## src/rtl/seg_pkg.sv

```systemverilog
// rtl/seg_pkg.sv - segment pattern constants, digit type and frame FSM states shared by the monitor
package seg_pkg;

  typedef logic [3:0] digit_t;

  typedef enum logic {
    IDLE,
    COLLECT
  } frame_state_e;

  // Active-low CA..CG patterns as driven by the display scanner
  localparam logic [6:0] SEG_HEX_0 = 7'h40;
  localparam logic [6:0] SEG_HEX_1 = 7'h79;
  localparam logic [6:0] SEG_HEX_2 = 7'h24;
  localparam logic [6:0] SEG_HEX_3 = 7'h30;
  localparam logic [6:0] SEG_HEX_4 = 7'h19;
  localparam logic [6:0] SEG_HEX_5 = 7'h12;
  localparam logic [6:0] SEG_HEX_6 = 7'h02;
  localparam logic [6:0] SEG_HEX_7 = 7'h78;
  localparam logic [6:0] SEG_HEX_8 = 7'h00;
  localparam logic [6:0] SEG_HEX_9 = 7'h10;
  localparam logic [6:0] SEG_HEX_A = 7'h08;
  localparam logic [6:0] SEG_HEX_B = 7'h03;
  localparam logic [6:0] SEG_HEX_C = 7'h46;
  localparam logic [6:0] SEG_HEX_D = 7'h21;
  localparam logic [6:0] SEG_HEX_E = 7'h06;
  localparam logic [6:0] SEG_HEX_F = 7'h0E;
  localparam logic [6:0] SEG_BLANK = 7'h7F;

endpackage

```

## src/rtl/seg_pattern_decode.sv

```systemverilog
// rtl/seg_pattern_decode.sv - maps a 7-bit active-low segment pattern to {legal, blank, code}
module seg_pattern_decode
  import seg_pkg::*;
(
  input  logic [6:0] pattern_i,
  output logic       legal_o,
  output logic       blank_o,
  output digit_t     code_o
);

  always_comb begin
    legal_o = 1'b1;
    blank_o = 1'b0;
    code_o  = 4'h0;
    case (pattern_i)
      SEG_HEX_0: code_o = 4'h0;
      SEG_HEX_1: code_o = 4'h1;
      SEG_HEX_2: code_o = 4'h2;
      SEG_HEX_3: code_o = 4'h3;
      SEG_HEX_4: code_o = 4'h4;
      SEG_HEX_5: code_o = 4'h5;
      SEG_HEX_6: code_o = 4'h6;
      SEG_HEX_7: code_o = 4'h7;
      SEG_HEX_8: code_o = 4'h8;
      SEG_HEX_9: code_o = 4'h9;
      SEG_HEX_A: code_o = 4'hA;
      SEG_HEX_B: code_o = 4'hB;
      SEG_HEX_C: code_o = 4'hC;
      SEG_HEX_D: code_o = 4'hD;
      SEG_HEX_E: code_o = 4'hE;
      SEG_HEX_F: code_o = 4'hF;
      SEG_BLANK: begin
        legal_o = 1'b0;
        blank_o = 1'b1;
      end
      default: legal_o = 1'b0;
    endcase
  end

endmodule

```

## src/rtl/seg_display_monitor.sv

```systemverilog
// rtl/seg_display_monitor.sv - filters and decodes a multiplexed 4-digit seven-segment bus into frames
// Optional SEG_DP_CAPTURE_EN adds the dp output capturing each position's decimal point.
module seg_display_monitor
  import seg_pkg::*;
#(
  parameter int STABLE_CYCLES  = 4,
  parameter int TIMEOUT_CYCLES = 65535
) (
  input  logic        clk,
  input  logic        rst,
  input  logic [3:0]  an,
  input  logic [7:0]  seven_seg,
  output logic [15:0] digits,
  output logic [3:0]  digit_valid,
  output logic        frame_valid,
  output logic        frame_timeout,
  output logic        seg_err,
  output logic        an_err
`ifdef SEG_DP_CAPTURE_EN
  ,
  output logic [3:0]  dp
`endif
);

  localparam int CNT_W = $clog2(STABLE_CYCLES + 1);
  localparam int TMR_W = $clog2(TIMEOUT_CYCLES + 1);
  localparam logic [CNT_W-1:0] CNT_ONE  = CNT_W'(1);
  localparam logic [CNT_W-1:0] CNT_LAST = CNT_W'(STABLE_CYCLES - 1);
  localparam logic [CNT_W-1:0] CNT_MAX  = CNT_W'(STABLE_CYCLES);
  localparam logic [TMR_W-1:0] TMR_LAST = TMR_W'(TIMEOUT_CYCLES - 1);

  logic [3:0]       an_q, an_prev_q;
  logic [6:0]       seg_q, seg_prev_q;
  logic [CNT_W-1:0] cnt_q, cnt_d;
  logic             sample_same, dwell_done;

  logic       an_one_hot, an_idle, commit;
  logic [1:0] pos;

  logic   dec_legal, dec_blank;
  digit_t dec_code;

  frame_state_e     state_q, state_d;
  logic [3:0]       seen_q, seen_d, seen_upd;
  logic [TMR_W-1:0] timer_q, timer_d;
  logic [15:0]      digits_q, digits_d;
  logic [3:0]       valid_q, valid_d;
  logic             frame_valid_q, frame_valid_d;
  logic             frame_timeout_q, frame_timeout_d;
  logic             seg_err_q, seg_err_d;
  logic             an_err_q, an_err_d;

  always_ff @(posedge clk) begin
    if (rst) begin
      an_q       <= 4'h0;
      seg_q      <= 7'h0;
      an_prev_q  <= 4'h0;
      seg_prev_q <= 7'h0;
      cnt_q      <= '0;
    end else begin
      an_q       <= an;
      seg_q      <= seven_seg[6:0];
      an_prev_q  <= an_q;
      seg_prev_q <= seg_q;
      cnt_q      <= cnt_d;
    end
  end

  // Saturating dwell counter: exactly one dwell_done per stable period
  assign sample_same = ({an_q, seg_q} == {an_prev_q, seg_prev_q});

  always_comb begin
    cnt_d = cnt_q;
    if (!sample_same) begin
      cnt_d = CNT_ONE;
    end else if (cnt_q != CNT_MAX) begin
      cnt_d = cnt_q + CNT_ONE;
    end
  end

  assign dwell_done = sample_same && (cnt_q == CNT_LAST);

  always_comb begin
    an_one_hot = 1'b1;
    pos        = 2'd0;
    case (an_q)
      4'b1110: pos = 2'd0;
      4'b1101: pos = 2'd1;
      4'b1011: pos = 2'd2;
      4'b0111: pos = 2'd3;
      default: an_one_hot = 1'b0;
    endcase
  end

  assign an_idle = (an_q == 4'b1111);
  assign commit  = dwell_done && an_one_hot;

  seg_pattern_decode u_decode (
    .pattern_i (seg_q),
    .legal_o   (dec_legal),
    .blank_o   (dec_blank),
    .code_o    (dec_code)
  );

  always_comb begin
    state_d         = state_q;
    seen_d          = seen_q;
    timer_d         = timer_q;
    digits_d        = digits_q;
    valid_d         = valid_q;
    frame_valid_d   = 1'b0;
    frame_timeout_d = 1'b0;
    seg_err_d       = seg_err_q;
    an_err_d        = an_err_q;
    seen_upd        = seen_q | (4'b0001 << pos);

    if (commit) begin
      digits_d[{pos, 2'b00} +: 4] = dec_code;
      valid_d[pos]                = dec_legal;
      if (!dec_legal && !dec_blank) begin
        seg_err_d = 1'b1;
      end
    end

    if (dwell_done && !an_one_hot && !an_idle) begin
      an_err_d = 1'b1;
    end

    // A commit always takes priority over an expiring timer
    case (state_q)
      IDLE: begin
        if (commit) begin
          state_d = COLLECT;
          timer_d = '0;
          seen_d  = seen_upd;
        end
      end
      COLLECT: begin
        if (commit) begin
          timer_d = '0;
          if (seen_upd == 4'hF) begin
            frame_valid_d = 1'b1;
            seen_d        = 4'h0;
            state_d       = IDLE;
          end else begin
            seen_d = seen_upd;
          end
        end else if (timer_q == TMR_LAST) begin
          frame_timeout_d = 1'b1;
          seen_d          = 4'h0;
          state_d         = IDLE;
        end else begin
          timer_d = timer_q + TMR_W'(1);
        end
      end
      default: state_d = IDLE;
    endcase
  end

  always_ff @(posedge clk) begin
    if (rst) begin
      state_q         <= IDLE;
      seen_q          <= 4'h0;
      timer_q         <= '0;
      digits_q        <= 16'h0;
      valid_q         <= 4'h0;
      frame_valid_q   <= 1'b0;
      frame_timeout_q <= 1'b0;
      seg_err_q       <= 1'b0;
      an_err_q        <= 1'b0;
    end else begin
      state_q         <= state_d;
      seen_q          <= seen_d;
      timer_q         <= timer_d;
      digits_q        <= digits_d;
      valid_q         <= valid_d;
      frame_valid_q   <= frame_valid_d;
      frame_timeout_q <= frame_timeout_d;
      seg_err_q       <= seg_err_d;
      an_err_q        <= an_err_d;
    end
  end

  assign digits        = digits_q;
  assign digit_valid   = valid_q;
  assign frame_valid   = frame_valid_q;
  assign frame_timeout = frame_timeout_q;
  assign seg_err       = seg_err_q;
  assign an_err        = an_err_q;

`ifdef SEG_DP_CAPTURE_EN
  logic       dp_in_q;
  logic [3:0] dp_q, dp_d;

  always_comb begin
    dp_d = dp_q;
    if (commit) begin
      dp_d[pos] = ~dp_in_q;
    end
  end

  always_ff @(posedge clk) begin
    if (rst) begin
      dp_in_q <= 1'b1;
      dp_q    <= 4'h0;
    end else begin
      dp_in_q <= seven_seg[7];
      dp_q    <= dp_d;
    end
  end

  assign dp = dp_q;
`else
  logic unused_dp;
  assign unused_dp = seven_seg[7];
`endif

endmodule
```

## config.mk

```make
export PLATFORM = sky130hd
export DESIGN_NAME = seg_display_monitor
export DESIGN_NICKNAME = d
export VERILOG_FILES = /design/src/rtl/seg_pkg.sv /design/src/rtl/seg_pattern_decode.sv /design/src/rtl/seg_display_monitor.sv
export SDC_FILE = /design/constraint.sdc
export NUM_CORES = 1
export LEC_CHECK = 0
export ABC_AREA = 1
export CORE_MARGIN = 1
export CORE_UTILIZATION = 55
export DETAILED_ROUTE_END_ITERATION = 8
export PLACE_DENSITY = 0.85
export SLEW_MARGIN = 20
export SYNTH_ARGS = -nofsm -noshare
export SYNTH_HDL_FRONTEND = slang
export SYNTH_SLANG_ARGS = --single-unit
```

## constraint.sdc

```tcl
create_clock -name clk -period 2.41 [get_ports clk]
set_input_delay 0.3615 -clock clk [delete_from_list [all_inputs] [get_ports clk]]
set_output_delay 0.3615 -clock clk [all_outputs]
set_load 0.05 [all_outputs]
```

==> results of run 1 <==
[sequential cells by signal (all words and copies together) (netlist names)]
name	count
digit_valid	4
cnt_q	3
digits	16
an_err	1
state_q	1
an_q	4
frame_valid	1
seg_err	1
an_prev_q	4
frame_timeout	1
seen_q	4
seg_q	7
timer_q	16
seg_prev_q	7
[worst min-delay path, cell delays in order (launching register included)]
cell	delay, ns
dfxtp_1	0.31
inv_1	0.05
a21oi_1	0.05
[where the power goes]
group | internal, mW | total (mW) | switching, mW | leakage [nW]
logic | 0.0550 | 0.152 | 0.0974 | 1.20
registers | 1.17 | 1.19 | 0.0174 | 0.569
clock network | 0.576 | 1.01 | 0.437 | 0.109
[worst min-delay path by stage]
stage / cells past startpoint / start / end
6_report: 2 / an_err / an_err
5_1_grt: 2 / digits[6] / digits[6]
4_1_cts: 2 / an_err / an_err
3_5_place_dp: 2 / an_err / an_err
3_3_place_gp: 2 / an_err / an_err
2_1_floorplan: 2 / an_q[0] / an_prev_q[0]
[routing by layer]
metal	GRT usage, %	up-vias	wire [um]
met4	10.66	0	141
met5	0	-	0
met3	5.143	15	303
met1	28.10	1605	3575
met2	45.01	88	4130
li1	-	1856	-
[logic make-up (layout without fill, tap and decap cells)]
family / count (synthesis) / after routing / synth area share (%)
AOI/OAI and AO/OA: 73 / 73 / 11.08
xor gates and xnor gates: 11 / 11 / 2.610
adders and majority gates: 12 / 12 / 4.068
buffers and inverters: 95 / 137 / 9.932
DFF: 70 / 70 / 37.97
and+or+nand+nor: 299 / 299 / 34.34
[cells in the final DEF (no fill, tap or decap), types with 4 or more instances in the layout]
master,count
nand4_1,17
nand2_1,144
nand3b_1,4
nor3_1,11
nor2_1,90
ha_1,12
buf_4,6
o21ai_0,17
a21oi_1,36
xnor2_1,8
inv_1,77
nand3_1,27
o211ai_1,15
dfxtp_1,70
clkdlybuf4s50_1,35
clkbuf_8,9
[stage by stage]
| stage | utilization [%] | std cells |
|---|---|---|
| final | 67.47 | 679 |
| after global routing | 67.47 | 679 |
| after CTS | 67.47 | 679 |
| after detailed placement | 64.17 | 664 |
| after global placement | 64.17 | 664 |
| after floorplan | - | 560 |
[layout make-up]
| type | instances | area (sq um) |
|---|---|---|
| Fill cell | 539 | 2090 |
| Multi-Input combinational cell | 395 | 1923 |
| Sequential cell | 70 | 1401 |
| Timing Repair Buffer | 42 | 400.4 |
| Inverter | 80 | 300.3 |
| Clock buffer | 9 | 123.9 |
| Tap cell | 77 | 96.34 |
| Clock inverter | 6 | 87.58 |
==> results.cfg, run 1 <==
[setup_path]
cp.required_ns = 2.64
cp.depth = 9
crit_chain = nand2_1, a21oi_1, nand2_1, o21ai_1, nand4_4, nor2_2, inv_1, a21oi_1, nor2_1
end_kind = register
crit_type = register to register
r2r-start = an_q[0]
crit_buf_inv = 1
slowest_delay_ns = 0.41
rrSetupSlack_ns = 0.26
crit_end = digits[9]
cp.arrival_ns = 2.38
cp-startpoint = an_q[0]
cp_top_family = simple AND/OR/NAND/NOR gates
reg2reg_to = digits[9]
reg2reg_depth = 9
crit_fanout = 16
worst_path_max_delay_cell = dfxtp_1
worst_setup_path_start_kind = register

[place]
hpwl_um = 5814
dpl_cell_area_sq_um = 4121
portBuffers = 36
gp_congestion = 0.9045
place_ws_ns = 0.3522

[synth]
ys_types = 27
synthFlopType = dfxtp_1
yosys-top-cells-area = dfxtp_1, nand2_1, nor2_1, inv_1, a21oi_1
yosysMostFrequentCell = nand2_1
netlist_instances = 560
syn_avg_cell_area_sq_um = 6.591
ys_seq_elements = 70
synthTopCellsByCount = nand2_1, nor2_1, inv_1, dfxtp_1, a21oi_1
synth_edf_count = 0
yosysTopAreaCellShare_pct = 37.97
yosysSeqAreaShare_pct = 37.97
async_flop_share_pct = 0
synth_warnings = 0
yosys.area.top_type = dfxtp_1
syn-num-nets = 586
syn_area_sq_um = 3691

[clock_tree]
cts_tree = yes
cts_sinks = 70
cts_resized = 0
cts_max_path_buffers = 2
cts-root-buf = clkbuf_8
numCtsBuffers = 9
cts_setup_buffers = 0
h-tree-depth = 3
clock_latency_ns = 0.34
clkSlewWorstSetupHoldPaths_ns = 0.07
holdBufCountCts = 0

[floorplan]
dieWidth_um = 83.92
die_height_um = 83.92
start_util_pct = 57.47
ios = 38
num_rows = 29
core-area_sq_um = 6422
die-area_sq_um = 7043

[pwr]
peakVddDrop_mv = 0.3572
finalPower_mw = 2.358
cellPowerDensity_nw_per_um2 = 544.2
p_leak_nw = 1.881

[routing]
wl_per_cell_um = 12.00
dr.pass1.iters = 4
wl_um = 8151
via_per_inst = 5.249
vias = 3564
drc = 0
antenna_left = 0
drt_iter0_drc = 199

[final_layout]
nets = 624
stdcell_area_sq_um = 4333
syn_to_final_growth_pct = 17.39
drive_gt1_share_pct = 4.983
antenna_cells = 0

[sta]
fmax_mhz = 465.4
worst_slew_margin_rel_pct = 54.37
slew_viol_final = 0
rsz0062_at_grt = no
clock_skew_ns = 0.009549
whs_ns = 0.4552
tightest_slew_ns = 0.6837
finalSetupTns_ns = 0
setup_ws_ns = 0.2615
min_period_ns = 2.149
setup_violations = 0
finalHoldViolCount = 0
period_share_pct = 89.15

[global_routing]
grt_pass1_wl_um = 14260
grt_max_degree = 50
grt_pass1_vias = 3403
grt.total_usage_pct = 24.86
overflow = 0
antenna_found_initial = 0

[flow_run]
maxCapViolCount = 0

[hold_path]
holdCritPathClass = register to register

[run_status]
status = finished, final reports clean
No activity file was read; power rests on OpenSTA's default activity.
==> run 2, diff against run 1 <==
--- a/config.mk
+++ b/config.mk
@@ -5,10 +5,11 @@
 export SDC_FILE = /design/constraint.sdc
 export NUM_CORES = 1
 export LEC_CHECK = 0
-export ABC_AREA = 1
 export CORE_MARGIN = 1
 export CORE_UTILIZATION = 55
+export CTS_CLUSTER_DIAMETER = 100
 export DETAILED_ROUTE_END_ITERATION = 8
+export HOLD_SLACK_MARGIN = 0.05
 export PLACE_DENSITY = 0.85
 export SLEW_MARGIN = 20
 export SYNTH_ARGS = -nofsm -noshare
==> run 2 against run 1 <==
  * Critical path depth shrank 1
  * Combinational power is 14% higher
  * Sequential share of layout area rose by 1.3 points
  * Cell area is 3.7% lower
  * Hold slack better by 0.016 ns
  * Clock skew fell by 0.0061 ns
  * Critical path type unchanged
  * First-iteration DRC count shrank 23%
  * Power grew 9.1%
  * Die area fell by 7.1%
  * Highest routed layer unchanged
  * Cell count fell by 26%
==> results.cfg, run 2 <==
[final_layout]
nets = 451
mostFrequentLayoutCells = dfxtp_1, clkdlybuf4s50_1, nor2_1
fin_util_pct = 70.06
seqCellArea_sq_um = 1403
multiInputGateArea_sq_um = 1807
fillers = 478
syn_to_final_growth_pct = 21.85
drive_gt1_share_pct = 10.93
layout_commonest_cell = dfxtp_1
antenna_cells = 0

[clock_tree]
numCtsBuffers = 9
holdBufCountCts = 0
cts_sinks = 70
h-tree-depth = 3
clock_latency_ns = 0.36
clkSlewWorstSetupHoldPaths_ns = 0.07
cts-root-buf = clkbuf_8
cts_tree = yes
cts_max_path_buffers = 2

[routing]
vias = 2879
via_per_inst = 5.701
drc = 0
drt_iter0_drc = 154
wl_per_cell_um = 14.08
dr.pass1.iters = 4
antenna_left = 0
wl_um = 7109

[place]
gp_congestion = 0.8341
place_ws_ns = 0.1104
portBuffers = 36
hpwl_um = 4929

[synth]
ys_seq_elements = 70
syn-num-nets = 413
syn_area_sq_um = 3425
ys_types = 58
yosysSeqAreaShare_pct = 40.92
async_flop_share_pct = 0
netlist_instances = 387
synthTopCellsByCount = dfxtp_1, nor2_1, inv_1, nor2b_1, nand2_1
synth_edf_count = 0
yosys.area.top_type = dfxtp_1
yosysTopAreaCellShare_pct = 40.92
yosysMostFrequentCell = dfxtp_1
synth_warnings = 0
syn_avg_cell_area_sq_um = 8.849
synthFlopType = dfxtp_1
yosys-top-cells-area = dfxtp_1, ha_1, xor2_1, nor2b_1, a211o_1

[global_routing]
overflow = 0
grt_max_degree = 31
grt.total_usage_pct = 23.76
grt_pass1_wl_um = 11850
antenna_found_initial = 0
grt_pass1_vias = 2603

[floorplan]
ios = 38
dieWidth_um = 80.91
die_height_um = 80.91
die-area_sq_um = 6546
core-area_sq_um = 5956
start_util_pct = 57.50
num_rows = 28

[hold_path]
holdCritPathClass = register to register

[sta]
fmax_mhz = 443.6
setup_violations = 0
slew_viol_final = 0
period_share_pct = 93.54
tightest_slew_ns = 0.6201
worst_slew_margin_rel_pct = 58.12
finalHoldViolCount = 0
rsz0062_at_grt = no
min_period_ns = 2.254
setup_ws_ns = 0.1556
clock_skew_ns = 0.003441
whs_ns = 0.4709
finalSetupTns_ns = 0

[setup_path]
cp.arrival_ns = 2.54
crit_type = register to register
crit_fanout = 6
worst_path_max_delay_cell = dfxtp_1
crit_chain = xor2_1, nand3_1, ha_1, or2_2, nand4b_1, nand2_1, mux2i_2, nor3b_1
worst_setup_path_start_kind = register
slowest_delay_ns = 0.40
end_kind = register
cp.required_ns = 2.69

[pwr]
peakVddDrop_mv = 0.4461
seqPwrFrac_pct = 46.5
p_sw_mw = 0.5739
swShare_pct = 22.31
cellPowerDensity_nw_per_um2 = 616.5
p_leak_nw = 1.590
finalPower_mw = 2.573
p_comb_share_pct = 6.7
p_int_mw = 1.999
power_frac_clock_pct = 46.7

[flow_run]
maxCapViolCount = 0

[run_status]
status = finished, final reports clean
run 2: changes by cell type after synthesis, moves of 9 or more:
cell	before	now
inv_1	77	30
xor2_1	3	16
buf_2	2	11
nand4_1	17	7
nand3_1	27	14
nor2b_1	0	21
a21oi_1	36	7
a211o_1	0	14
nand2_1	144	20
nor2_1	90	31
run 2: area by class of cell:
class	instances	area share (%)
multi-input cells	261	43.30
flip-flops and latches	70	33.61
repair buffers	53	11.99
clock buffers	11	3.628
inverters	30	2.699
clock inverters	5	2.519
well taps	75	2.249
run 2: path summary, 6_finish.rpt:
kind / from / end / slack [ns] / depth (start not counted)
setup / recovery: an_q[3] / seen_q[0] / 0.16 / 8
hold / removal: digits[3] / digits[3] / 0.47 / 2
setup reg to reg: an_q[3] / seen_q[0] / 0.16 / 8
hold reg to reg: digits[3] / digits[3] / 0.47 / 2
run 2: power groups by stage:
stage	clock network, mW	logic [mW]	registers, mW
floorplan	0	0.124	1.21
global placement	0	0.165	1.22
detailed placement	0	0.169	1.22
CTS	1.22	0.171	1.20
global route	1.27	0.191	1.20
finish	1.20	0.173	1.20
run 2: critical path: cells and delay by family (launching register included):
| family | cells | cell delay, ns |
|---|---|---|
| xor+xnor | 1 | 0.18 |
| mux | 1 | 0.26 |
| simple gates | 5 | 1.02 |
| flops | 1 | 0.40 |
| fa+ha+maj | 1 | 0.32 |
run 2: cell families after synthesis:
kind of cell / after synthesis / synth area share [%]
flip-flops: 70 / 40.92
XOR/XNOR: 29 / 7.417
AND/OR/NAND/NOR: 135 / 21.96
multiplexers: 3 / 0.8769
AO/OA/AOI/OAI: 82 / 17.68
adder cells (fa/ha/maj): 12 / 4.384
buffers and inverters: 56 / 6.759
run 2: metal layers:
metal / track usage [%] / wire length [um]
met1: 28.53 / 3222
met2: 39.75 / 3471
met3: 5.169 / 249
met4: 12.14 / 165
met5: 0 / 0
run 2: what timing repair did:
item | 4_1_cts | 5_1_grt
gates resized for setup | 0 | 3
setup endpoints to repair | 0 | 7
setup buffers | 0 | 0
run 2: stage by stage:
stage,cell area [sq um],std cells
floorplan,3425,387
global route,4173,505
finish,4173,505
CTS,4163,505
detailed placement,3906,489
global placement,3906,489
